### src/rtl/serial_cmp_pkg.sv
// Shared types and sizing helpers for the serial magnitude comparator.
package serial_cmp_pkg;

  typedef enum logic [1:0] {
    IDLE = 2'd0,
    SCAN = 2'd1,
    DONE = 2'd2
  } cmp_state_t;

  typedef struct packed {
    logic gt;
    logic lt;
    logic eq;
  } cmp_result_t;

  function automatic int unsigned calc_n(input int unsigned width,
                                         input int unsigned digit);
    return width / digit;
  endfunction

  function automatic int unsigned calc_cnt_w(input int unsigned n);
    return (n <= 1) ? 1 : $clog2(n);
  endfunction

endpackage

### src/rtl/serial_magnitude_cmp_slice.sv
// Combinational DIGIT-bit unsigned comparator for one operand slice.
module slice_cmp #(
  parameter int unsigned DIGIT = 4
) (
  input  logic [DIGIT-1:0] a_i,
  input  logic [DIGIT-1:0] b_i,
  output logic             gt_o,
  output logic             lt_o
);

  assign gt_o = (a_i > b_i);
  assign lt_o = (a_i < b_i);

endmodule

### src/rtl/serial_magnitude_cmp.sv
// MSB-first serial magnitude comparator, DIGIT bits per cycle, valid/ready on both sides.
// Optional macro SERIAL_CMP_EARLY_EXIT_EN: finish on the first differing slice.
module serial_magnitude_cmp
  import serial_cmp_pkg::*;
#(
  parameter int unsigned WIDTH = 16,
  parameter int unsigned DIGIT = 4
) (
  input  logic             clk,
  input  logic             rst_n,
  input  logic             in_valid,
  output logic             in_ready,
  input  logic [WIDTH-1:0] a,
  input  logic [WIDTH-1:0] b,
  input  logic             signed_mode,
  output logic             out_valid,
  input  logic             out_ready,
  output logic             gt,
  output logic             lt,
  output logic             eq,
  output logic             busy
);

  localparam int unsigned N  = calc_n(WIDTH, DIGIT);
  localparam int unsigned CW = calc_cnt_w(N);
  localparam logic [CW-1:0]    CNT_LOAD = CW'(N - 1);
  localparam logic [WIDTH-1:0] MSB_MASK = {1'b1, {(WIDTH-1){1'b0}}};

  cmp_state_t       state_q, state_d;
  logic [WIDTH-1:0] a_q, a_d;
  logic [WIDTH-1:0] b_q, b_d;
  logic [CW-1:0]    cnt_q, cnt_d;
  logic             dec_q, dec_d;
  logic             dgt_q, dgt_d;
  logic             dlt_q, dlt_d;
  cmp_result_t      res_q, res_d;

  logic s_gt, s_lt, s_diff, last, exit_scan;

  // Operands shift left each scan cycle, so the active slice is always the top DIGIT bits.
  slice_cmp #(.DIGIT(DIGIT)) u_slice (
    .a_i  (a_q[WIDTH-1 -: DIGIT]),
    .b_i  (b_q[WIDTH-1 -: DIGIT]),
    .gt_o (s_gt),
    .lt_o (s_lt)
  );

  assign s_diff = s_gt | s_lt;
  assign last   = (cnt_q == '0);

`ifdef SERIAL_CMP_EARLY_EXIT_EN
  assign exit_scan = last | (~dec_q & s_diff);
`else
  assign exit_scan = last;
`endif

  always_ff @(posedge clk or negedge rst_n) begin
    if (!rst_n) begin
      state_q <= IDLE;
    end else begin
      state_q <= state_d;
    end
  end

  always_ff @(posedge clk or negedge rst_n) begin
    if (!rst_n) begin
      a_q   <= '0;
      b_q   <= '0;
      cnt_q <= '0;
      dec_q <= 1'b0;
      dgt_q <= 1'b0;
      dlt_q <= 1'b0;
      res_q <= '0;
    end else begin
      a_q   <= a_d;
      b_q   <= b_d;
      cnt_q <= cnt_d;
      dec_q <= dec_d;
      dgt_q <= dgt_d;
      dlt_q <= dlt_d;
      res_q <= res_d;
    end
  end

  always_comb begin
    state_d = state_q;
    a_d     = a_q;
    b_d     = b_q;
    cnt_d   = cnt_q;
    dec_d   = dec_q;
    dgt_d   = dgt_q;
    dlt_d   = dlt_q;
    res_d   = res_q;
    unique case (state_q)
      IDLE: begin
        if (in_valid) begin
          // Flipping both MSBs maps two's-complement order onto unsigned order.
          a_d     = signed_mode ? (a ^ MSB_MASK) : a;
          b_d     = signed_mode ? (b ^ MSB_MASK) : b;
          cnt_d   = CNT_LOAD;
          dec_d   = 1'b0;
          dgt_d   = 1'b0;
          dlt_d   = 1'b0;
          state_d = SCAN;
        end
      end
      SCAN: begin
        a_d   = a_q << DIGIT;
        b_d   = b_q << DIGIT;
        cnt_d = cnt_q - 1'b1;
        if (!dec_q && s_diff) begin
          dec_d = 1'b1;
          dgt_d = s_gt;
          dlt_d = s_lt;
        end
        if (exit_scan) begin
          res_d.gt = dec_q ? dgt_q : s_gt;
          res_d.lt = dec_q ? dlt_q : s_lt;
          res_d.eq = ~dec_q & ~s_diff;
          state_d  = DONE;
        end
      end
      DONE: begin
        if (out_ready) begin
          res_d   = '0;
          state_d = IDLE;
        end
      end
      default: begin
        state_d = IDLE;
      end
    endcase
  end

  always_comb begin
    in_ready  = (state_q == IDLE);
    busy      = (state_q != IDLE);
    out_valid = (state_q == DONE);
    gt        = res_q.gt;
    lt        = res_q.lt;
    eq        = res_q.eq;
  end

endmodule
### config.mk
export PLATFORM = sky130hd
export DESIGN_NAME = serial_magnitude_cmp
export DESIGN_NICKNAME = d
export VERILOG_FILES = /design/src/rtl/serial_cmp_pkg.sv /design/src/rtl/serial_magnitude_cmp_slice.sv /design/src/rtl/serial_magnitude_cmp.sv
export SDC_FILE = /design/constraint.sdc
export NUM_CORES = 1
export LEC_CHECK = 0
export BUFFER_PORTS_ARGS = -buffer_cell sky130_fd_sc_hd__buf_4
export CAP_MARGIN = 20
export CORE_AREA = 2 2 86 88
export CTS_CLUSTER_SIZE = 8
export DETAILED_ROUTE_END_ITERATION = 7
export DIE_AREA = 0 0 88 90
export PLACE_DENSITY = 0.57
export SYNTH_ARGS = -nofsm -noshare
export SYNTH_HDL_FRONTEND = slang
export SYNTH_HIERARCHICAL = 1
export SYNTH_SLANG_ARGS = --single-unit
### constraint.sdc
create_clock -name clk -period 5.4 [get_ports clk]
set_clock_uncertainty 0.2 [all_clocks]
set_input_delay 0.54 -clock clk [delete_from_list [all_inputs] [get_ports clk]]
set_output_delay 0.54 -clock clk [all_outputs]
set_load 0.005 [all_outputs]
==> results_dict.tcl, run 1 <==
set metrics [dict create \
    drt-total-wl_mm 4.04 \
    drv_slew 0 \
    reg2reg_depth 3 \
    place_ws_ns 3.24 \
    antenna_found_initial 0 \
    area_delta_synth_final_pct 22.9 \
    synth_cell_type_count 28 \
    synth_top_area_frac 0.514 \
    drive_gt1_frac 0.228 \
    rsz0062_at_grt "no" \
    drt_iter0_drc 66 \
    async_reset_ff_frac 1.00 \
    routabilityCongestion 0.645 \
    setup_ws_ns 3.26 \
    diodes 0 \
    worst-endpoint-arrival_ns 2.12 \
    setup_tns_ns 0 \
    die_y_um 90 \
    finalHoldViolations 0 \
    relSlewSlack 0.355 \
    timing.critical_path.buf_inv 0 \
    run_status "completed" \
    ctsRootBufferMaster "clkbuf_8" \
    cp_top_family "simple AND/OR/NAND/NOR gates" \
    cap_violations 0 \
    die_area_sq_um 7920 \
    num_vias 1487 \
    fill_cells 726 \
    cts.htree.levels 2 \
    setup_viol 0 \
    grt_pass1_vias 1516 \
    synth.cell_area_sq_um 2040 \
    critPathLaunchType "flop" \
    core_sq_um 7020 \
    yosys_warnings 6 \
    utilization 0.358 \
    drt-pass1-iter-count 4 \
    hold_buffers 0 \
    grt_pass1_wl_mm 7.02 \
    crit_fanout 29 \
    crit_chain "nor2b_4, a22oi_2, mux2_2" \
    grt_max_degree 67 \
    synth_edf_count 0 \
    p_leak_nw 1.22 \
    cts_made_buffers 5 \
    post-cts-setup-buffers 0 \
    die_width_um 88 \
    cpMaxStageDelayCell "nor2b_4" \
    io_buffer_count 42 \
    min_period_over_period 0.396 \
    tightest_slew_ns 0.966 \
    ioPinCount 43 \
    cp_slowest_stage_delay_ns 0.85 \
    clock.fmax_mhz 468 \
    grt_overflow 0 \
    worst-path-stages 3 \
    hp-class "input pin to asynchronous set/reset pin" \
    avgSynthCellArea_sq_um 10.2 \
    hpwl_mm 2.76 \
    drcViolationCount 0 \
    cts_resized 0 \
    clk_pin_slew_worst_paths_ns 0.08 \
    path_class "flop to flop" \
    cts.sinks 42 \
    p_per_area_nw_per_um2 577 \
    required_ns 5.38 \
    fin_crit_ns 2.14 \
    wl_per_cell_um 11.9 \
    power_mw 1.45 \
    yosysTopAreaCell "dfrtp_1" \
    synth_ff_type "dfrtp_1" \
    clockBufferDepth 2 \
    grt_usage 0.113 \
    rows 31 \
    postRouteAntennaNets 0 \
    start_util 0.291 \
    finish.net_count 282 \
    critical_path.endpoint_type "flop" \
    max-vdd-ir-drop_v 0.000256 \
    cts_tree "done" \
    synth_area_leaders "dfrtp_1 51%, mux2i_1 11%, nand2_1 7.9%" \
    vias_per_cell 4.37 \
    ys_seq_area_frac 0.514 \
    clk_latency_ns 0.30 \
    syn_nets 243 \
    ys_ff_latch 42 \
    synth_cells 201 \
]
-- per-stage QoR --
| stage | hold WS, ns | instance area, sq um | std cells |
|---|---|---|---|
| after CTS | 0.0472 | 2510 | 340 |
| after detailed placement | 0.270 | 2430 | 332 |
| after floorplan | 0.0444 | 2040 | 201 |
| final | 0.0209 | 2510 | 340 |
| after global routing | 0.0659 | 2510 | 340 |
| after global placement | 0.261 | 2430 | 332 |
-- synthesized netlist by cell type (all sizes together), types with 3 or more instances --
library cell,instances
buf,9
a21oi,3
inv,9
nand2,43
a22o,4
nor2,5
o21bai,4
nor2b,4
dfrtp,42
ha,5
o21ai,34
mux2i,23
-- cell families (layout without fill, tap and decap cells) --
logic type | count (synthesis) | in the layout | share of synthesized area
compound gates | 52 | 52 | 0.155
xor+xnor | 2 | 2 | 0.00857
fa+ha+maj | 5 | 5 | 0.0306
buf+inv | 20 | 60 | 0.0532
flops | 42 | 42 | 0.514
mux | 24 | 24 | 0.118
simple gates | 56 | 56 | 0.121
-- cell usage in the layout (no fill, tap or decap), types with 3 or more instances in the layout --
cell type,netlist,final
mux2i_1,23,23
nor2_1,5,5
a22o_1,4,4
o21bai_1,4,3
buf_4,0,43
clkbuf_8,0,5
nand2_1,43,43
inv_1,9,9
o21ai_1,16,16
a21oi_1,3,3
o21ai_0,18,18
ha_1,5,5
dfrtp_1,42,42
-- path summary, 6_finish.rpt --
kind	startpoint	endpoint	slack (ns)
max in group asynchronous	rst_n	a_q[12]	4.62
setup / recovery	state_q[0]	eq	3.26
hold / removal	rst_n	a_q[4]	0.02
setup reg to reg	state_q[0]	eq	3.26
hold reg to reg	a_q[4]	a_q[4]	0.29
min in group clk	out_ready	state_q[1]	0.25
-- per-layer routing --
layer	part of all wire	GRT usage	up-vias
met5	0	0	-
li1	-	-	762
met4	0.023	0.0474	0
met3	0.053	0.0349	11
met1	0.47	0.160	683
met2	0.46	0.158	31
-- sequential cells by signal, summed over array words and instances (netlist names) --
signal,cells
a_q,16
b_q,16
state_q,2
dgt_q,1
lt,1
cnt_q,2
dlt_q,1
gt,1
eq,1
dec_q,1
-- cell type report --
cell class / instances / area, sq um / area share
inverter: 9 / 33.8 / 0.0134
multi-input combinational: 139 / 896 / 0.356
clock inverter: 2 / 13.8 / 0.00548
sequential: 42 / 1050 / 0.418
tap: 99 / 124 / 0.0493
timing repair buffer: 43 / 323 / 0.128
clock buffer: 6 / 72.6 / 0.0289
-- report_power, final --
| part | internal [mW] | leakage [nW] | switching, mW |
|---|---|---|---|
| Combinational | 0.327 | 0.644 | 0.370 |
| Sequential | 0.460 | 0.526 | 0.0918 |
| Clock | 0.0913 | 0.0452 | 0.112 |
| Total | 0.878 | 1.22 | 0.574 |
Note: power is estimated with default switching activity, not from simulation.
==> inputs of run 2 (changes only) <==
==> constraint.sdc (replaced) <==
create_clock -name clk -period 2 [get_ports clk]
set_clock_uncertainty 0.2 [all_clocks]
set_input_delay 0.2 -clock clk [delete_from_list [all_inputs] [get_ports clk]]
set_output_delay 0.2 -clock clk [all_outputs]
set_load 0.005 [all_outputs]
==> run 2 against run 1 <==
Effect of this change: utilization grew 5.4 points; clock power grew to 2.8 times the previous value; setup slack lost 3.2 ns; critical endpoint is now dlt_q; largest power group unchanged; highest routed layer unchanged.
==> results_dict.tcl, run 2 (synthesis results as in run 1) <==
set metrics [dict create \
    io_buffer_count 42 \
    grt_overflow 0 \
    pwr-share-clk 0.135 \
    core_sq_um 7020 \
    cts.sinks 42 \
    whs_path_depth 3 \
    fin_crit_ns 1.91 \
    clockBufferDepth 2 \
    rrSetupSlack_ns 0.09 \
    cap_violations 0 \
    setup_ws_ns 0.0910 \
    most-common-layout-cells "48 x buf_4, 43 x nand2_1, 42 x dfrtp_1" \
    drive_gt1_frac 0.247 \
    cp_top_family "compound AO/OA/AOI/OAI gates" \
    hp-class "input pin to flop" \
    cpMaxStageDelayCell "dfrtp_1" \
    seqCellArea_sq_um 1050 \
    grt_pass1_wl_mm 7.57 \
    worst-endpoint-arrival_ns 1.90 \
    use_met3 0.0321 \
    setup_viol 0 \
    rsz0062_at_grt "yes" \
    fill_cells 697 \
    critical_path.endpoint_type "flop" \
    worst-path-stages 8 \
    required_ns 1.99 \
    ctsRootBufferMaster "clkbuf_8" \
    cp_slowest_stage_delay_ns 0.39 \
    hpwl_mm 2.93 \
    die_area_sq_um 7920 \
    drt_iter0_drc 85 \
    p_per_area_nw_per_um2 1490 \
    min_period_over_period 0.955 \
    max-vdd-ir-drop_v 0.000513 \
    relSlewSlack 0.637 \
    power_mw 4.30 \
    clk_pin_slew_worst_paths_ns 0.08 \
    reg2reg_depth 8 \
    cts.htree.levels 2 \
    grt_usage 0.122 \
    crit_chain "inv_2, ha_4, nand2_1, o21bai_2, a2bb2oi_2, nor2b_4, o21bai_1, a22o_1" \
    use_met2 0.192 \
    drv_slew 0 \
    crit_fanout 3 \
    stdcell_count 374 \
    rr_endpoint "dlt_q" \
    endpoint "dlt_q" \
    finish.instance_area_sq_um 2890 \
    finalHoldViolations 0 \
    diodes 0 \
    postRouteAntennaNets 0 \
    cts_made_buffers 5 \
    rows 31 \
    grt_max_degree 43 \
    drt-pass1-iter-count 4 \
    ioPinCount 43 \
    p_leak_nw 1.37 \
    die_width_um 88 \
    final_common_cell "buf_4" \
    wl_per_cell_um 11.6 \
    largestRegisters "a_q x16, b_q x16" \
    internal_power_mw 2.65 \
    drt-total-wl_mm 4.33 \
    antenna_found_initial 0 \
    path_class "flop to flop" \
    comb_power_share 0.522 \
    vias_per_cell 4.35 \
    crit_start "b_q[15]" \
    p_switching_mw 1.64 \
    multiInputGateArea_sq_um 928 \
    drcViolationCount 0 \
    run_status "completed" \
    tightest_slew_ns 0.545 \
    routabilityCongestion 0.701 \
    busiest_layer "met2" \
    whs_ns 0.00316 \
    clk_latency_ns 0.30 \
    timing.critical_path.buf_inv 1 \
    clock.fmax_mhz 524 \
    die_y_um 90 \
    switching_share 0.382 \
    place_ws_ns 0.0198 \
    placed_cell_area_sq_um 2480 \
    finish.net_count 316 \
    start_util 0.291 \
    reg2reg_from "b_q[15]" \
    grt_pass1_vias 1607 \
    cts_tree "done" \
    use_met1 0.163 \
    seq_power_share 0.343 \
    num_vias 1627 \
    area_delta_synth_final_pct 41.5 \
    critPathLaunchType "flop" \
    placedCellCount 337 \
]
## run 2: metrics by stage
stage          TNS (ns)   util
2_1_floorplan         0      -
5_1_grt        -0.00386  0.412
3_3_place_gp          0  0.353
4_1_cts               0  0.406
6_report              0  0.412
3_5_place_dp          0  0.353
## run 2: layout make-up
class | count | area share
Clock inverter | 2 | 0.00433
Tap cell | 99 | 0.0428
Clock buffer | 6 | 0.0285
Sequential cell | 42 | 0.363
Inverter | 9 | 0.0117
Timing Repair Buffer | 77 | 0.228
Multi-Input combinational cell | 139 | 0.321
## run 2: power by group through the flow
| stage | Clock [mW] | Sequential [mW] | Combinational (mW) |
|---|---|---|---|
| 2_1_floorplan | 0 | 1.43 | 1.61 |
| 3_3_place_gp | 0 | 1.47 | 2.05 |
| 3_5_place_dp | 0 | 1.49 | 2.08 |
| 4_1_cts | 0.603 | 1.47 | 2.13 |
| 5_1_grt | 0.639 | 1.53 | 2.56 |
| 6_report | 0.579 | 1.47 | 2.24 |
## run 2: worst min path at each step
stage,endpoint,start
3_3_place_gp,gt,rst_n
3_5_place_dp,b_q[9],rst_n
6_report,a_q[13],a[13]
5_1_grt,a_q[7],a[7]
4_1_cts,a_q[13],a[13]
2_1_floorplan,a_q[0],rst_n
## run 2: repair_timing
| item | CTS | global route |
|---|---|---|
| hold buffers | 28 | 0 |
| hold endpoints to repair | 69 | 0 |
| endpoints found under the setup margin | 0 | 4 |
| buffers inserted | 0 | 1 |
| resized for setup | 0 | 7 |
## run 2: layer usage
layer,part of all wire,wire length [um],vias up
met1,0.47,2040,753
li1,-,-,837
met4,0.013,58,0
met2,0.48,2070,30
met3,0.039,171,7
met5,0,0,-
## run 2: worst reg2reg max path: cells and delay by family, from the launching register on
kind            cells  cell delay, ns
simple gates        2            0.25
flops               1            0.39
buf+inv             1            0.06
compound gates      4            0.64
fa+ha+maj           1            0.26
==> inputs of run 3 (changes only) <==
==> constraint.sdc (replaced) <==
create_clock -name clk -period 2 [get_ports clk]
set_clock_uncertainty 0.2 [all_clocks]
set_input_delay 0.1 -clock clk [delete_from_list [all_inputs] [get_ports clk]]
set_output_delay 0.1 -clock clk [all_outputs]
set_load 0.005 [all_outputs]
==> run 3 against run 2 <==
Effect of this change: wire length about the same; combinational power barely moved; total power rose by 0.14%; register-to-register slack is essentially flat; fmax is essentially flat; critical path depth stayed put; utilization is 0.71 points higher; hold slack improved by 0.057 ns; critical path type unchanged; critical endpoint unchanged; highest routed layer unchanged.
==> results_dict.tcl, run 3 (synthesis results as in run 1) <==
set metrics [dict create \
    rows 31 \
    grt_max_degree 43 \
    power_mw 4.30 \
    largestRegisters "a_q x16, b_q x16" \
    num_vias 1637 \
    area_delta_synth_final_pct 43.9 \
    drcViolationCount 0 \
    run_status "completed" \
    die_y_um 90 \
    reg2reg_depth 8 \
    relSlewSlack 0.636 \
    antenna_found_initial 0 \
    hpwl_mm 2.93 \
    path_class "flop to flop" \
    final_common_cell "buf_4" \
    finish.net_count 321 \
    worst-endpoint-arrival_ns 1.90 \
    most-common-layout-cells "48 x buf_4, 43 x nand2_1, 42 x dfrtp_1" \
    grt_pass1_vias 1606 \
    clk_pin_slew_worst_paths_ns 0.08 \
    hp-class "input pin to flop" \
    diodes 0 \
    die_area_sq_um 7920 \
    setup_viol 0 \
    cts.htree.levels 2 \
    clock.fmax_mhz 524 \
    crit_fanout 3 \
    core_sq_um 7020 \
    cts_tree "done" \
    drt-total-wl_mm 4.33 \
    finalHoldViolations 0 \
    grt_overflow 0 \
    p_per_area_nw_per_um2 1460 \
    endpoint "dlt_q" \
    fill_cells 695 \
    tightest_slew_ns 0.545 \
    drt-pass1-iter-count 4 \
    ctsRootBufferMaster "clkbuf_8" \
    drive_gt1_frac 0.243 \
    utilization 0.419 \
    critPathLaunchType "flop" \
    p_leak_nw 1.39 \
    cts_made_buffers 5 \
    clk_latency_ns 0.30 \
    clockBufferDepth 2 \
    reg2reg_from "b_q[15]" \
    routabilityCongestion 0.701 \
    io_buffer_count 42 \
    required_ns 1.99 \
    crit_start "b_q[15]" \
    max-vdd-ir-drop_v 0.000513 \
    grt_pass1_wl_mm 7.58 \
    cts.sinks 42 \
    rrSetupSlack_ns 0.09 \
    rsz0062_at_grt "yes" \
    die_width_um 88 \
    critical_path.endpoint_type "flop" \
    fin_crit_ns 1.91 \
    wl_per_cell_um 11.4 \
    postRouteAntennaNets 0 \
    drv_slew 0 \
    vias_per_cell 4.32 \
    cap_violations 0 \
    rr_endpoint "dlt_q" \
    setup_tns_ns 0 \
    ioPinCount 43 \
    min_period_over_period 0.954 \
    whs_path_depth 3 \
    drt_iter0_drc 68 \
    grt_usage 0.122 \
    start_util 0.291 \
]
run 3: cell types whose count changed in the layout (fill, tap and decap cells not counted):
cell and delta:
dlygate4sd3_1 +5
run 3: routing by layer:
layer	vias to the layer above	track usage	part of all wire	wire [um]
li1	847	-	-	-
met1	753	0.167	0.48	2080
met2	30	0.189	0.47	2040
met3	7	0.0303	0.036	157
met4	0	0.0346	0.013	58
met5	-	0	0	0
run 3: report_power, final:
group	total, mW	internal (mW)	switching [mW]
combinational	2.25	1.14	1.11
clock	0.578	0.278	0.301
sequential	1.47	1.24	0.233
total	4.30	2.66	1.64
run 3: how the worst min path moves through the flow:
stage | startpoint | to | slack [ns]
after floorplan | rst_n | a_q[0] | -0.40
after global placement | rst_n | gt | -0.06
after detailed placement | rst_n | b_q[9] | -0.06
after CTS | b[15] | b_q[15] | 0.04
after global routing | b[15] | b_q[15] | 0.07
final | b[15] | b_q[15] | 0.06
run 3: what timing repair did:
item,in CTS,in global routing
setup endpoints to repair,0,4
hold endpoints to repair,76,0
hold buffers,33,0
resized for setup,0,7
buffers inserted,0,1
run 3: layout make-up:
type | instances | area (sq um) | area share
inverter | 9 | 33.8 | 0.0115
clock buffer | 6 | 82.6 | 0.0281
multi-input combinational | 139 | 928 | 0.315
sequential | 42 | 1050 | 0.357
timing repair buffer | 82 | 711 | 0.241
tap | 99 | 124 | 0.0421
clock inverter | 2 | 12.5 | 0.00425
run 3: critical path, stage by stage, from the launching register on:
cell and delay [ns]:
dfrtp_1 0.39, inv_2 0.06, ha_4 0.26, nand2_1 0.07
o21bai_2 0.20, a2bb2oi_2 0.19, nor2b_4 0.18, o21bai_1 0.07
a22o_1 0.18
run 3: through the flow:
stage | cells | hold WS [ns] | worst slack (ns) | instance area [sq um]
after floorplan | 201 | -0.396 | 0.185 | 2040
after global placement | 337 | -0.0580 | 0.101 | 2480
after detailed placement | 337 | -0.0647 | 0.0198 | 2480
after CTS | 378 | 0.0449 | 0.00693 | 2900
after global routing | 379 | 0.0744 | -0.00201 | 2940
final | 379 | 0.0598 | 0.0911 | 2940
